File: src/rtl/y86_pkg.sv
// Shared definitions for the sequential Y86-64 core: icodes, status codes,
// controller states and the memory-instruction predicate.
package y86_pkg;

  typedef enum logic [3:0] {
    I_HALT   = 4'd0,
    I_NOP    = 4'd1,
    I_RRMOVQ = 4'd2,
    I_IRMOVQ = 4'd3,
    I_RMMOVQ = 4'd4,
    I_MRMOVQ = 4'd5,
    I_OPQ    = 4'd6,
    I_JXX    = 4'd7,
    I_CALL   = 4'd8,
    I_RET    = 4'd9,
    I_PUSHQ  = 4'd10,
    I_POPQ   = 4'd11
  } icode_t;

  typedef enum logic [2:0] {
    STAT_AOK = 3'd1,
    STAT_HLT = 3'd2,
    STAT_ADR = 3'd3,
    STAT_INS = 3'd4
  } stat_t;

  typedef enum logic [2:0] {
    S_IDLE,
    S_FETCH,
    S_DECODE,
    S_EXECUTE,
    S_MEMORY,
    S_WRITEBACK,
    S_PCUPDATE,
    S_HALT
  } state_t;

  // Instructions that touch data memory and may therefore stall in MEMORY.
  function automatic logic is_mem_icode(input logic [3:0] ic);
    case (ic)
      I_RMMOVQ, I_MRMOVQ, I_CALL, I_RET, I_PUSHQ, I_POPQ: return 1'b1;
      default:                                            return 1'b0;
    endcase
  endfunction

endpackage

File: src/rtl/mem_wait_timer.sv
// Counts consecutive not-ready data-memory cycles; expire flags that the
// current not-ready cycle is the LIMIT-th one.
module mem_wait_timer #(
  parameter int LIMIT = 15
) (
  input  logic clk,
  input  logic rst_n,
  input  logic clear,
  input  logic count,
  output logic expire
);

  localparam int W = $clog2(LIMIT + 1);

  logic [W-1:0] wait_cnt;

  always_ff @(posedge clk or negedge rst_n) begin
    if (!rst_n) begin
      wait_cnt <= '0;
    end else if (clear) begin
      wait_cnt <= '0;
    end else if (count && (wait_cnt != W'(LIMIT))) begin
      wait_cnt <= wait_cnt + W'(1);
    end
  end

  // Not gated by count so the FSM can read it without a combinational loop.
  assign expire = (wait_cnt == W'(LIMIT - 1));

endmodule

File: src/rtl/y86_seq_controller.sv
// Stage sequencer for the sequential Y86-64 core: one state per stage, one
// enable per stage, status tracking and saturating retire/busy counters.
//
// state       | meaning
// IDLE        | waiting for start
// FETCH       | fetch unit enabled; fault/halt checks on exit
// DECODE      | decode unit enabled
// EXECUTE     | execute unit enabled
// MEMORY      | memory unit enabled; stalls for dmem_ready on memory icodes
// WRITEBACK   | writeback unit enabled
// PCUPDATE    | PC-update unit enabled; instruction retires
// HALT        | stopped, stat frozen until reset
module y86_seq_controller
  import y86_pkg::*;
#(
  parameter int MEM_TIMEOUT = 15,
  parameter int CNT_W       = 32
) (
  input  logic             clk,
  input  logic             rst_n,
  input  logic             start,
  input  logic [3:0]       icode,
  input  logic             instr_valid,
  input  logic             imem_error,
  input  logic             dmem_ready,
  input  logic             dmem_error,
  output logic             en_fetch,
  output logic             en_decode,
  output logic             en_execute,
  output logic             en_memory,
  output logic             en_writeback,
  output logic             en_pcupdate,
  output logic [2:0]       stat,
  output logic             busy,
  output logic             halted,
  output logic [CNT_W-1:0] instr_count,
  output logic [CNT_W-1:0] cycle_count
);

  localparam logic [CNT_W-1:0] CNT_MAX = '1;

  state_t     state, state_nxt;
  stat_t      stat_q, stat_nxt;
  logic [3:0] icode_q;
  logic       icode_ld;
  logic       retire;
  logic       mem_count;
  logic       mem_expire;

  mem_wait_timer #(.LIMIT(MEM_TIMEOUT)) u_wait (
    .clk    (clk),
    .rst_n  (rst_n),
    .clear  (state != S_MEMORY),
    .count  (mem_count),
    .expire (mem_expire)
  );

  always_ff @(posedge clk or negedge rst_n) begin
    if (!rst_n) begin
      state   <= S_IDLE;
      stat_q  <= STAT_AOK;
      icode_q <= '0;
    end else begin
      state  <= state_nxt;
      stat_q <= stat_nxt;
      if (icode_ld) icode_q <= icode;
    end
  end

  always_comb begin
    state_nxt = state;
    stat_nxt  = stat_q;
    icode_ld  = 1'b0;
    retire    = 1'b0;
    mem_count = 1'b0;
    case (state)
      S_IDLE: if (start) state_nxt = S_FETCH;
      S_FETCH: begin
        if (imem_error) begin
          state_nxt = S_HALT;
          stat_nxt  = STAT_ADR;
        end else if (!instr_valid) begin
          state_nxt = S_HALT;
          stat_nxt  = STAT_INS;
        end else if (icode == I_HALT) begin
          state_nxt = S_HALT;
          stat_nxt  = STAT_HLT;
          retire    = 1'b1;
        end else begin
          icode_ld  = 1'b1;
          state_nxt = S_DECODE;
        end
      end
      S_DECODE:  state_nxt = S_EXECUTE;
      S_EXECUTE: state_nxt = S_MEMORY;
      S_MEMORY: begin
        if (!is_mem_icode(icode_q)) begin
          state_nxt = S_WRITEBACK;
        end else if (dmem_error) begin
          state_nxt = S_HALT;
          stat_nxt  = STAT_ADR;
        end else if (dmem_ready) begin
          state_nxt = S_WRITEBACK;
        end else begin
          mem_count = 1'b1;
          if (mem_expire) begin
            state_nxt = S_HALT;
            stat_nxt  = STAT_ADR;
          end
        end
      end
      S_WRITEBACK: state_nxt = S_PCUPDATE;
      S_PCUPDATE: begin
        state_nxt = S_FETCH;
        retire    = 1'b1;
      end
      S_HALT:  state_nxt = S_HALT;
      default: state_nxt = S_IDLE;
    endcase
  end

  always_ff @(posedge clk or negedge rst_n) begin
    if (!rst_n) begin
      instr_count <= '0;
      cycle_count <= '0;
    end else begin
      if (retire && (instr_count != CNT_MAX)) instr_count <= instr_count + CNT_W'(1);
      if (busy && (cycle_count != CNT_MAX))   cycle_count <= cycle_count + CNT_W'(1);
    end
  end

  assign en_fetch     = (state == S_FETCH);
  assign en_decode    = (state == S_DECODE);
  assign en_execute   = (state == S_EXECUTE);
  assign en_memory    = (state == S_MEMORY);
  assign en_writeback = (state == S_WRITEBACK);
  assign en_pcupdate  = (state == S_PCUPDATE);
  assign busy         = (state != S_IDLE) && (state != S_HALT);
  assign halted       = (state == S_HALT);
  assign stat         = stat_q;

endmodule
File: config.mk
export PLATFORM = sky130hd
export DESIGN_NAME = y86_seq_controller
export DESIGN_NICKNAME = d
export VERILOG_FILES = /design/src/rtl/y86_pkg.sv /design/src/rtl/mem_wait_timer.sv /design/src/rtl/y86_seq_controller.sv
export SDC_FILE = /design/constraint.sdc
export NUM_CORES = 1
export LEC_CHECK = 0
export CAP_MARGIN = 20
export CORE_ASPECT_RATIO = 1.25
export CORE_MARGIN = 4
export CORE_UTILIZATION = 50
export DETAILED_ROUTE_END_ITERATION = 12
export PLACE_DENSITY = 0.79
export RECOVER_POWER = 100
export SETUP_SLACK_MARGIN = 0.2
export SLEW_MARGIN = 15
export SYNTH_ARGS = -nofsm -noshare
export SYNTH_HDL_FRONTEND = slang
export SYNTH_SLANG_ARGS = --single-unit
export TNS_END_PERCENT = 5
File: constraint.sdc
create_clock -name clk -period 3.07 [get_ports clk]
set_clock_uncertainty 0.1 [all_clocks]
set_input_delay 0.921 -clock clk [delete_from_list [all_inputs] [get_ports clk]]
set_output_delay 0.921 -clock clk [all_outputs]
set_load 0.02 [all_outputs]
# Word-level counts from Yosys, hierarchy flattened
# Index checks and enable logic that the tools add are counted.
[op_classes] mux=33 n_eq_ne=25 magnitude_cmp=0 reduce_logical=12 n_bitwise=0 mul=0 div_mod_pow=0 n_shift=0 addsub=3
[op_table] cell="adder 32 x 1 -> 32 bit, second input constant" n=2
[op_table] cell="inequality test 32 bit, second input constant" n=2
[op_table] cell="two-way mux 3 bit" n=15
[op_table] cell="one-hot mux 3 bit (8 select lines)" n=1
[op_table] cell="== test 4 bit, second input constant" n=5
[op_table] cell="two-way mux 1 bit" n=13
[op_table] cell="== test 3 bit, second input constant" n=4
[op_table] cell="inequality test 3 bit, second input constant" n=3
[op_table] cell="== test 4 x 3 -> 1 bit, second input constant" n=2
[op_table] cell="two-way mux 4 bit" n=2
[op_table] cell="== test 3 x 2 -> 1 bit, second input constant" n=2
[op_table] cell="one-hot mux 3 bit (2 select lines)" n=1
[op_table] cell="OR reduction 6 bit" n=1
[op_table] cell="inequality test 5 bit, second input constant" n=1
[op_table] cell="AND reduction 5 bit" n=1
[op_table] cell="adder 4 x 1 -> 4 bit, second input constant" n=1
[op_table] cell="logical AND 1 bit" n=4
[op_table] cell="zero test 4 bit" n=1
[op_table] cell="inequality test 4 x 3 -> 1 bit, second input constant" n=1
[op_table] cell="inequality test 4 bit, second input constant" n=1
[op_table] cell="nonzero test 2 bit" n=2
[op_table] cell="== test 3 x 1 -> 1 bit, second input constant" n=1
[op_table] cell="zero test 3 bit" n=1
[op_table] cell="inequality test 3 x 2 -> 1 bit, second input constant" n=1
[op_table] cell="5 further kinds" n=5
[word_totals] romBits=0 n_memories=0 reg_bits=78 wordCells=79 ramBits=0 input_bits=11 output_inout_bits=75 latch_bits=0

# Logic depth before layout (Yosys ltp)
[logic_depth] ltp_word=9 depth_mapped=7 depth_no_buf=7

# Cells and area by module
# Synthesis repeated with hierarchy kept, for this count alone.
[unflattened] cells_unflattened=379 area_unflattened_um2=3917.5
[modules_own_cells] module="y86_seq_controller" cells_per_inst=356 area_each_um2=3666.0 seq_area_each_um2=1828.0 n_inst=1
[modules_own_cells] module="mem_wait_timer" cells_per_inst=23 area_each_um2=251.5 seq_area_each_um2=100.1 n_inst=1

# Least setup slack after synthesis
# Ideal clock, no wire load.
[synth_path] path_type="input -> register" startpoint="input icode[1]" endpoint="register instr_count[31]" setup_ns=0.131 required_time_ns=2.839 path_buffers=0 arrival_time_ns=2.506 cell_stages=5 slack_ns=0.334 path_cell_list="or4_1 -> nor4_1 -> o211ai_1 -> or3_1 -> xnor2_1"
[synth_between] elab_chain_cells=6
[synth_rtl] element="from (decl)" line="y86_seq_controller.sv:22" rtl="input logic [3:0] icode,"
[synth_rtl] element="zero test 4 bit" line="y86_seq_controller.sv:85" rtl="end else if (icode == I_HALT) begin"
[synth_rtl] element="two-way mux 1 bit" line="y86_seq_controller.sv:85"
[synth_rtl] element="two-way mux 1 bit" line="y86_seq_controller.sv:82" rtl="end else if (!instr_valid) begin"
[synth_rtl] element="two-way mux 1 bit" line="y86_seq_controller.sv:79" rtl="if (imem_error) begin"
[synth_rtl] element="one-hot mux 1 bit (2 select lines)" line="y86_seq_controller.sv:76" rtl="case (state)"
[synth_rtl] element="logical AND 1 bit" line="y86_seq_controller.sv:127" rtl="if (retire && (instr_count != CNT_MAX)) instr_count <= instr_count + CNT_W'(1);"
[synth_rtl] element="to (signal assigned)" line="y86_seq_controller.sv:127"
[synth_rtl] element="to (decl)" line="y86_seq_controller.sv:36" rtl="output logic [CNT_W-1:0] instr_count,"
# Every way passes these cells.
# A chain may end at the register's enable or synchronous reset.

# Final worst setup path
[layout_path] startpoint="input icode[2]" endpoint="register instr_count[22]"
# The elaborated chain is that of the path after synthesis.

==> impl_metrics.env <==
export IMPL_min_clock_period_post_route_ns=2.895
export IMPL_drt_first_pass_iters=4
export IMPL_power_static_leakage_nw=2.361
export IMPL_cp_required_ns=3.23
export IMPL_design_area_mm2=0.005044
export IMPL_worst_hold_class="reg2reg"
export IMPL_mappedNetlistArea_mm2=0.003877
export IMPL_area_growth_synth_to_finish_pct=30.07
export IMPL_worstSkewPairLatency_ns=0.34
export IMPL_p_int_mw=1.882
export IMPL_swShare=0.3672
export IMPL_global_route_overflow_total=0
export IMPL_total_power_mw=2.974
export IMPL_fill_cell_instance_count_of_the_final_layout=612
export IMPL_drt_met1_wl_um=3770
export IMPL_asyncSetResetFlopFracSynth=1.000
export IMPL_syn_avg_cell_area_um2=10.20
export IMPL_io_buffers=85
export IMPL_postRouteWirelength_um=9353
export IMPL_timing_slew_headroom=-0.2172
export IMPL_gp_congestion=0.8355
export IMPL_finalSetupViolCount=0
export IMPL_detail_route_vias_per_cell=5.642
export IMPL_ys_flop_type="sky130_fd_sc_hd__dfrtp_1"
export IMPL_cts_buffers_inserted=9
export IMPL_critPathCaptureType="flip-flop"
export IMPL_wire_per_inst_um=16.15
export IMPL_path_max_fanout=6
export IMPL_clk_path_buf_depth=2
export IMPL_vdd_ir_drop_worst_uv=519.8
export IMPL_power_sequential_fraction=0.453
export IMPL_timing_critical_path_from_type="input port"
export IMPL_design_portCount=86
export IMPL_timing_fmax_ghz=0.3455
export IMPL_pwr_share_comb=0.331
export IMPL_fp_dieArea_mm2=0.009237
export IMPL_violated_checks="capacitance limit, slew limit"
export IMPL_max_slew_vio_count=78
export IMPL_synth_edf_count=0
export IMPL_ys_warn_count=0
export IMPL_place_ws_ns=-0.2274
export IMPL_route_vias_total=3267
export IMPL_fraction_of_the_mapped_netlist_area_in_compound_gates=0.06002
export IMPL_row_count=35
export IMPL_ant_nets=0
export IMPL_core_area_mm2=0.007445
export IMPL_route_top_layer_used="met4"
export IMPL_final_cells=579
export IMPL_drc=0
export IMPL_grt_max_degree=78
export IMPL_p_sw_mw=1.092
export IMPL_initialDrtViolationCount=121
export IMPL_worst_path_max_delay_cell="sky130_fd_sc_hd__dlygate4sd3_1"
export IMPL_timing_critical_path_cells="dlygate4sd3_1 -> or4_4 -> o32ai_4 -> nand3_1 -> nor3_1 -> xor2_1"
export IMPL_synth_mux_area_fraction=0.01388
export IMPL_initial_core_util=0.5208
export IMPL_post_synthesis_net_count=395
export IMPL_max_cap_viol_count=1
export IMPL_synth_xor_area_frac=0.1423
export IMPL_detailed_placer_s_ending_hpwl_um=6902
export IMPL_cts_sinks=77
export IMPL_dp_cells=562
export IMPL_synth_adder_area_share=0.01291
export IMPL_critPathTopFamily="simple AND/OR/NAND/NOR gates"
export IMPL_clock_tree_htree_level_count=3
export IMPL_power_density_mw_per_mm2=589.6
export IMPL_chipWidth_um=86.77
export IMPL_cp_slowest_stage_delay_ns=0.57
export IMPL_synth_seq_area_share=0.4973
export IMPL_postPlaceCellArea_mm2=0.004906
export IMPL_worst_slew_pin_slew_ns=1.826
export IMPL_unrepaired_setup_endpoints_after_global_routing="true"
export IMPL_synth_distinct_cells=49
export IMPL_n_antenna_cell=0
export IMPL_criticalPathCategory="in2reg"
export IMPL_yosys_area_share_simple=0.2446
export IMPL_met3_length_um=528
export IMPL_die_h_um=106.5
export IMPL_synthesis_instances=380
export IMPL_reg2reg_from="instr_count[2]"
export IMPL_worst_setup_path_start="icode[2]"
export IMPL_clockRootBuffer="sky130_fd_sc_hd__clkbuf_8"
export IMPL_worst_path_buffer_plus_inverter_count=1
export IMPL_final_net_count=497
export IMPL_main_combinational_cell_family_by_area_after_synthesis="simple AND/OR/NAND/NOR gates"
export IMPL_post_route_worst_setup_slack_ns=0.1753
export IMPL_layout_cell_share_with_drive_strength_beyond_1=0.08214
export IMPL_routed_wl_met2_um=4906
export IMPL_run_status="complete, but fails checks"
export IMPL_finalHoldViolCount=0
export IMPL_grt_first_pass_wirelength_um=15530
export IMPL_path_clk_slew_ns=0.07
export IMPL_fin_crit_sh=0.9429
export IMPL_holdBufCountCts=0
export IMPL_finalCoreUtilization=0.6775
export IMPL_yosys_register_bits=77
export IMPL_cts_tree="built"
export IMPL_globalRouteTotalUtil=0.2131
export IMPL_share_clk_of_total_power=0.216
export IMPL_data_arrival_time_at_the_worst_slack_endpoint_ns=3.06
export IMPL_first_global_vias=3326
export IMPL_hold_path_startpoint="stat[0]"
export IMPL_antenna_violations_before_repair=0
final timing paths:
| kind | end | slack [ns] | cells after the start |
|---|---|---|---|
| hold / removal | stat[0] | 0.38 | 2 |
| setup / recovery | instr_count[22] | 0.18 | 6 |
| min in group asynchronous | cycle_count[11] | 1.08 | 2 |
| max in group asynchronous | state[1] | 0.61 | 2 |
| hold reg to reg | stat[0] | 0.38 | 2 |
| setup reg to reg | instr_count[3] | 0.31 | 6 |
cell usage in the layout, fill, tap and decap left out, types with 4 or more instances in the layout:
cell type and count:
sky130_fd_sc_hd__a21oi_1 5, sky130_fd_sc_hd__nand2_1 24, sky130_fd_sc_hd__nand4_1 20, sky130_fd_sc_hd__ha_1 4, sky130_fd_sc_hd__o21ai_0 6, sky130_fd_sc_hd__xnor2_1 28
sky130_fd_sc_hd__clkdlybuf4s50_1 9, sky130_fd_sc_hd__xor2_1 35, sky130_fd_sc_hd__dlygate4sd3_1 70, sky130_fd_sc_hd__clkbuf_8 9, sky130_fd_sc_hd__nor2_1 31, sky130_fd_sc_hd__and4_1 7
sky130_fd_sc_hd__or3_1 7, sky130_fd_sc_hd__dfrtp_1 75, sky130_fd_sc_hd__dlygate4sd2_1 5, sky130_fd_sc_hd__nor4_1 13, sky130_fd_sc_hd__clkinv_2 4, sky130_fd_sc_hd__inv_1 20
sky130_fd_sc_hd__buf_4 7, sky130_fd_sc_hd__clkbuf_1 5, sky130_fd_sc_hd__nor3_1 23, sky130_fd_sc_hd__nand3_1 25, sky130_fd_sc_hd__and3_1 4
per-layer routing:
layer,global-route usage,vias to the layer above
li1,-,1551
met1,0.2588,1590
met2,0.3649,112
met3,0.04574,14
met4,0.08241,0
met5,0,-
cells in the mapped netlist (2+ instances only):
master                     instances  share of area
sky130_fd_sc_hd__dfrtp_1          76           0.49
sky130_fd_sc_hd__xor2_1           35          0.079
sky130_fd_sc_hd__nor2_1           31          0.030
sky130_fd_sc_hd__xnor2_1          28          0.063
sky130_fd_sc_hd__nand3_1          25          0.032
sky130_fd_sc_hd__nand2_1          24          0.023
sky130_fd_sc_hd__nor3_1           24          0.031
sky130_fd_sc_hd__inv_1            20          0.019
sky130_fd_sc_hd__nand4_1          19          0.031
sky130_fd_sc_hd__nor4_1           13          0.021
sky130_fd_sc_hd__and4_1            7          0.016
sky130_fd_sc_hd__or3_1             7          0.011
sky130_fd_sc_hd__o21ai_0           6         0.0077
sky130_fd_sc_hd__a21oi_1           5         0.0065
sky130_fd_sc_hd__and3_1            4         0.0065
sky130_fd_sc_hd__ha_1              4          0.013
sky130_fd_sc_hd__nor3b_1           4         0.0077
sky130_fd_sc_hd__a22o_1            3         0.0068
sky130_fd_sc_hd__buf_2             3         0.0039
sky130_fd_sc_hd__mux2_2            3         0.0087
sky130_fd_sc_hd__nor2b_1           3         0.0048
sky130_fd_sc_hd__o211ai_1          3         0.0058
sky130_fd_sc_hd__and2_1            2         0.0032
sky130_fd_sc_hd__clkbuf_1          2         0.0019
sky130_fd_sc_hd__mux2i_1           2         0.0052
sky130_fd_sc_hd__nand2b_1          2         0.0032
sky130_fd_sc_hd__o31ai_1           2         0.0039
sky130_fd_sc_hd__or4_1             2         0.0039
per-stage QoR:
stage / hold WS (ns) / TNS, ns
floorplan: 0.3670 / 0
global placement: 0.3638 / -2.382
detailed placement: 0.3804 / -3.467
CTS: 0.3918 / 0
global route: 0.4060 / 0
finish: 0.3824 / 0
power by group through the flow:
stage	clock (mW)	sequential (mW)	combinational, mW
2_1_floorplan	0	1.43	0.519
4_1_cts	0.660	1.35	1.04
3_5_place_dp	0	1.37	1.05
3_3_place_gp	0	1.35	1.03
5_1_grt	0.712	1.38	1.07
6_report	0.642	1.35	0.985
logic make-up (layout without fill, tap and decap cells):
group           count (synthesis)  in the layout
simple gates                  175            175
flops                          77             77
xor+xnor                       63             63
compound gates                 29             30
buf+inv                        27            133
mux                             5              5
fa+ha+maj                       4              4
worst reg2reg max path, cell delays in order, from the launching register on:
cell and delay [ns]:
sky130_fd_sc_hd__dfrtp_1 0.48, sky130_fd_sc_hd__nand4_1 0.28, sky130_fd_sc_hd__or4_1 0.69, sky130_fd_sc_hd__o31ai_2 0.68, sky130_fd_sc_hd__buf_4 0.23, sky130_fd_sc_hd__nor2_1 0.05
sky130_fd_sc_hd__xor2_1 0.13
what timing repair did:
item | 4_1_cts | 5_1_grt
setup endpoints to repair | 14 | 26
setup buffers | 0 | 0
pin swaps | 0 | 1
cloned | 0 | 1
gates resized for setup | 9 | 8
flip-flops by register name, summed over array words and instances, names as in the netlist:
signal,flops
cycle_count,32
instr_count,32
u_wait.wait_cnt,4
icode_q,3
stat,3
state,3
layout make-up:
class | instances | area, um2 | share of cell area
Clock inverter | 5 | 27.53 | 0.005458
Timing Repair Buffer | 97 | 918.4 | 0.1821
Sequential cell | 77 | 1929 | 0.3825
Inverter | 20 | 75.07 | 0.01488
Clock buffer | 11 | 131.4 | 0.02605
Tap cell | 92 | 115.1 | 0.02282
Multi-Input combinational cell | 277 | 1847 | 0.3662
No activity file was read; power rests on OpenSTA's default activity.
